==> src/rtl/mux4_rr_arbiter.sv <==
// Round-robin arbiter owning the select of a shared 4:1 operand/result mux.
// Optional forced release after HOLD_MAX cycles when MUX4_ARB_TIMEOUT_EN is defined.
module mux4_rr_arbiter #(
  parameter int HOLD_MAX = 16,
  parameter int CNT_W    = 8
) (
  input  logic       clk,
  input  logic       rst,
  input  logic [3:0] req,
  input  logic       done,
  output logic [3:0] gnt,
  output logic [1:0] sel,
  output logic       busy,
  output logic       timeout
);

  typedef enum logic {IDLE, GRANT} state_e;

  state_e     state_q, state_d;
  logic [3:0] gnt_q, gnt_d;
  logic [1:0] sel_q, sel_d;
  logic [1:0] ptr_q, ptr_d;
  logic       busy_q, busy_d;
  logic       timeout_q, timeout_d;

  logic [1:0] win_idx;
  logic [1:0] cand;
  logic       win_found;
  logic [3:0] win_onehot;
  logic       owner_req;
  logic       force_rel;

  if (HOLD_MAX < 1 || HOLD_MAX > 255 || (2 ** CNT_W) <= HOLD_MAX) begin : g_bad_params
    $error("mux4_rr_arbiter: illegal HOLD_MAX/CNT_W combination");
  end

  // Scan ptr+1, ptr+2, ptr+3, ptr so the last winner has lowest priority.
  always_comb begin
    win_idx   = ptr_q;
    win_found = 1'b0;
    cand      = ptr_q;
    for (int k = 1; k <= 4; k++) begin
      cand = ptr_q + 2'(k);
      if (!win_found && req[cand]) begin
        win_idx   = cand;
        win_found = 1'b1;
      end
    end
  end

  for (genvar gi = 0; gi < 4; gi++) begin : g_onehot
    assign win_onehot[gi] = (win_idx == 2'(gi));
  end

  assign owner_req = req[sel_q];

`ifdef MUX4_ARB_TIMEOUT_EN
  logic [CNT_W-1:0] cnt_q, cnt_d;

  always_comb begin
    cnt_d = cnt_q;
    if (state_q == IDLE) begin
      cnt_d = '0;
    end else if (cnt_q != '1) begin
      cnt_d = cnt_q + 1'b1;
    end
  end

  always_ff @(posedge clk or posedge rst) begin
    if (rst) begin
      cnt_q <= '0;
    end else begin
      cnt_q <= cnt_d;
    end
  end

  assign force_rel = (cnt_q == CNT_W'(HOLD_MAX - 1));
`else
  assign force_rel = 1'b0;
`endif

  always_comb begin
    state_d   = state_q;
    gnt_d     = gnt_q;
    sel_d     = sel_q;
    busy_d    = busy_q;
    ptr_d     = ptr_q;
    timeout_d = 1'b0;
    case (state_q)
      IDLE: begin
        if (win_found) begin
          state_d = GRANT;
          gnt_d   = win_onehot;
          sel_d   = win_idx;
          busy_d  = 1'b1;
          ptr_d   = win_idx;
        end
      end
      GRANT: begin
        // sel is left alone on release so the mux output stays stable one more cycle.
        if (done || !owner_req) begin
          state_d = IDLE;
          gnt_d   = 4'b0000;
          busy_d  = 1'b0;
        end else if (force_rel) begin
          state_d   = IDLE;
          gnt_d     = 4'b0000;
          busy_d    = 1'b0;
          timeout_d = 1'b1;
        end
      end
      default: begin
        state_d = IDLE;
        gnt_d   = 4'b0000;
        busy_d  = 1'b0;
      end
    endcase
  end

  always_ff @(posedge clk or posedge rst) begin
    if (rst) begin
      state_q   <= IDLE;
      gnt_q     <= 4'b0000;
      sel_q     <= 2'd0;
      busy_q    <= 1'b0;
      timeout_q <= 1'b0;
      ptr_q     <= 2'd3;
    end else begin
      state_q   <= state_d;
      gnt_q     <= gnt_d;
      sel_q     <= sel_d;
      busy_q    <= busy_d;
      timeout_q <= timeout_d;
      ptr_q     <= ptr_d;
    end
  end

  assign gnt     = gnt_q;
  assign sel     = sel_q;
  assign busy    = busy_q;
  assign timeout = timeout_q;

endmodule

==> config.mk <==
export PLATFORM = sky130hd
export DESIGN_NAME = mux4_rr_arbiter
export DESIGN_NICKNAME = d
export VERILOG_FILES = /design/src/rtl/mux4_rr_arbiter.sv
export SDC_FILE = /design/constraint.sdc
export NUM_CORES = 1
export LEC_CHECK = 0
export CELL_PAD_IN_SITES_DETAIL_PLACEMENT = 0
export CELL_PAD_IN_SITES_GLOBAL_PLACEMENT = 1
export CORE_MARGIN = 2
export CORE_UTILIZATION = 30
export CTS_CLUSTER_DIAMETER = 150
export CTS_CLUSTER_SIZE = 24
export DETAILED_ROUTE_END_ITERATION = 7
export PLACE_DENSITY_LB_ADDON = 0.05
export SLEW_MARGIN = 20
export SYNTH_ARGS = -nofsm -noshare
export SYNTH_HDL_FRONTEND = slang
export SYNTH_SLANG_ARGS = --single-unit
==> constraint.sdc <==
create_clock -name clk -period 1.4 [get_ports clk]
set_input_delay 0.35 -clock clk [delete_from_list [all_inputs] [get_ports clk]]
set_output_delay 0.35 -clock clk [all_outputs]
set_load 0.01 [all_outputs]
==> results.sh <==
export IMPL_finalCriticalPeriod_ns=1.40
export IMPL_start_util_pct=32.7
export IMPL_die_w_um=45.0
export IMPL_core_area_um2=1540
export IMPL_crit_path_end_kind="register"
export IMPL_cts_sinks=10
export IMPL_postCtsHoldBufs=0
export IMPL_max_stage_delay_ns=0.54
export IMPL_worstPathCellList="mux4_2 -> nand3b_4 -> nand2_4 -> a32o_1"
export IMPL_power_density_nw_per_um2=2080
export IMPL_antenna_cells=0
export IMPL_p_leak_uw=0.000343
export IMPL_routed_wl_um=1070
export IMPL_whs_ns=0.346
export IMPL_wire_per_inst_um=13.2
export IMPL_cts_setup_buffers=0
export IMPL_reg2reg_depth=4
export IMPL_syn_inst=44
export IMPL_dp_cells=77
export IMPL_route_detailed_drc=0
export IMPL_synthDistinctLibCells=24
export IMPL_rows=14
export IMPL_cap_violations=0
export IMPL_clockBufferDepth=2
export IMPL_vias=412
export IMPL_cts_clk_slew_worst_paths_ns=0.06
export IMPL_critical_path_slowest_cell="mux4_2"
export IMPL_rsz0062_at_grt="true"
export IMPL_cts_htree_levels=1
export IMPL_portBuffers=13
export IMPL_synth_seq_area_share_pct=50.1
export IMPL_antenna_found_initial=0
export IMPL_drtPass1Iterations=4
export IMPL_grt_pass1_vias=392
export IMPL_synth_area_um2=504
export IMPL_gp_congestion=0.724
export IMPL_drive_gt1_share_pct=29.2
export IMPL_grt_first_pass_wirelength_um=1720
export IMPL_worst_setup_path_type="reg2reg"
export IMPL_cts_root_buf="clkbuf_4"
export IMPL_first_iter_violations=4
export IMPL_cp_top_family="multiplexers"
export IMPL_ir_drop_mv=1.05
export IMPL_finalClockSkew_ns=0.00461
export IMPL_ys_warn_count=0
export IMPL_grt_max_degree=11
export IMPL_fin_crit_sh_pct=100
export IMPL_die_height_um=45.0
export IMPL_clk_latency_ns=0.26
export IMPL_fmax_mhz=715
export IMPL_path_buf_inv=0
export IMPL_hold_class="in2async"
export IMPL_drv_slew=0
export IMPL_worst_ep_required_time_ns=1.55
export IMPL_final_util_pct=47.0
export IMPL_synth_net_count=51
export IMPL_arrival_ns=1.55
export IMPL_finalHoldViolCount=0
export IMPL_finalSetupViolCount=0
export IMPL_overflow=0
export IMPL_critical_path_depth=4
export IMPL_ios=15
export IMPL_area_growth_pct=43.7
export IMPL_outcome="finished, final reports clean"
export IMPL_fin_cells=81
export IMPL_nets=73
export IMPL_cp_max_fo=5
export IMPL_die_area_um2=2020
export IMPL_cts_tree="done"
export IMPL_synth_seq_cells=10
export IMPL_grt_total_usage_pct=12.3
export IMPL_drt_antenna_violating_nets=0
export IMPL_cp_start_kind="register"
export IMPL_avgSynthCellArea_um2=11.5
export IMPL_vias_per_cell=5.09
export IMPL_cts_made_buffers=3
export IMPL_post_dp_hpwl_um=856
[cell families after synthesis]
kind of cell	after synthesis	share of synthesized area, %
and+or+nand+nor	14	18.1
AOI/OAI and AO/OA	14	19.8
buffers and inverters	2	2.23
muxes	3	8.93
DFF	10	50.1
other	1	0.744
[Yosys cell counts]
library cell / number / area [µm²]
nor2_1: 2 / 7.51
nor2_2: 1 / 6.26
nand3_1: 1 / 5.00
dfrtp_1: 8 / 200
mux4_2: 1 / 22.5
or2b_1: 1 / 7.51
nor2b_1: 2 / 12.5
a32o_1: 2 / 20.0
nand4_1: 1 / 6.26
nand2_2: 1 / 6.26
o21ai_0: 3 / 15.0
o21a_1: 3 / 22.5
nor4_2: 1 / 12.5
o21ai_1: 2 / 10.0
inv_1: 1 / 3.75
dfstp_2: 2 / 52.6
buf_4: 1 / 7.51
nand3b_2: 1 / 11.3
nand2_1: 1 / 3.75
conb_1: 1 / 3.75
nand2b_1: 2 / 12.5
mux2_2: 2 / 22.5
a21o_1: 2 / 15.0
o2bb2ai_1: 2 / 17.5
[metrics by stage]
stage               power [µW]   TNS, ns  cell area [µm²]  setup slack [ns]
floorplan                  948   -0.0126              504          -0.00628
global placement          1290     -3.74              684            -0.426
detailed placement        1310     -4.20              684            -0.460
CTS                       1530  -0.00271              724          -0.00271
global route              1620   -0.0762              724           -0.0386
finish                    1500         0              724          0.000428
[layer usage]
metal	GRT usage (%)	wire length, µm	vias up
li1	-	-	205
met1	15.0	466	194
met2	19.4	535	13
met3	4.40	72	0
met4	5.29	0	0
met5	0	0	-
[state kept, by name (all words and copies together) (netlist names)]
signal	flops
gnt	4
ptr_q	2
sel	2
busy	1
state_q	1
[worst paths after layout]
check | slack (ns) | from | to
setup reg to reg | 0.0004 | sel[0]$_DFFE_PP0P_ | gnt[3]$_DFFE_PP0P_
hold reg to reg | 0.49 | busy$_DFFE_PP0P_ | busy$_DFFE_PP0P_
max in group asynchronous | 0.75 | rst | ptr_q[0]$_DFFE_PP1P_
min in group clk | 0.49 | busy$_DFFE_PP0P_ | busy$_DFFE_PP0P_
setup / recovery | 0.0004 | sel[0]$_DFFE_PP0P_ | gnt[3]$_DFFE_PP0P_
hold / removal | 0.35 | rst | gnt[0]$_DFFE_PP0P_
[area by class of cell]
cell class                 count  area (µm²)
inverter                       1        3.75
clock buffer                   4        36.3
tap                           16        20.0
sequential                    10         253
fill                         148         817
multi-input combinational     32         258
timing repair buffer          18         154
[layout by cell type, fill, tap and decap left out, drive strengths merged]
cell type | synthesis | routed
dlygate4sd2 | 0 | 11
dfrtp | 8 | 8
buf | 1 | 5
o21ai | 5 | 5
clkbuf | 0 | 4
o21a | 3 | 3
nor2 | 3 | 3
nand2b | 2 | 2
nor2b | 2 | 2
mux2 | 2 | 2
a21o | 2 | 2
a32o | 2 | 2
o2bb2ai | 2 | 2
clkdlybuf4s50 | 0 | 2
dfstp | 2 | 2
nand2 | 2 | 2
nor4 | 1 | 1
or2b | 1 | 1
nand3 | 1 | 1
mux4 | 1 | 1
nand3b | 1 | 1
nand4 | 1 | 1
inv | 1 | 1
conb | 1 | 1
[worst register-to-register path, delay by kind of cell, from the launching register on]
kind | cells | cell delay (ns)
AO/OA/AOI/OAI | 1 | 0.21
flip-flops | 1 | 0.38
multiplexers | 1 | 0.54
AND/OR/NAND/NOR | 2 | 0.17
[power by group]
group	leakage [µW]	switching (µW)	internal [µW]	total, µW
logic	0.000201	321	361	682
registers	0.000121	118	457	575
clock network	0.0000210	89.3	157	247
total	0.000343	528	975	1500
[timing repair]
| item | CTS | global route |
|---|---|---|
| setup endpoints to repair | 17 | 3 |
| gates resized for setup | 15 | 1 |
| pin swaps | 0 | 1 |
(Power assumes the default switching activity.)
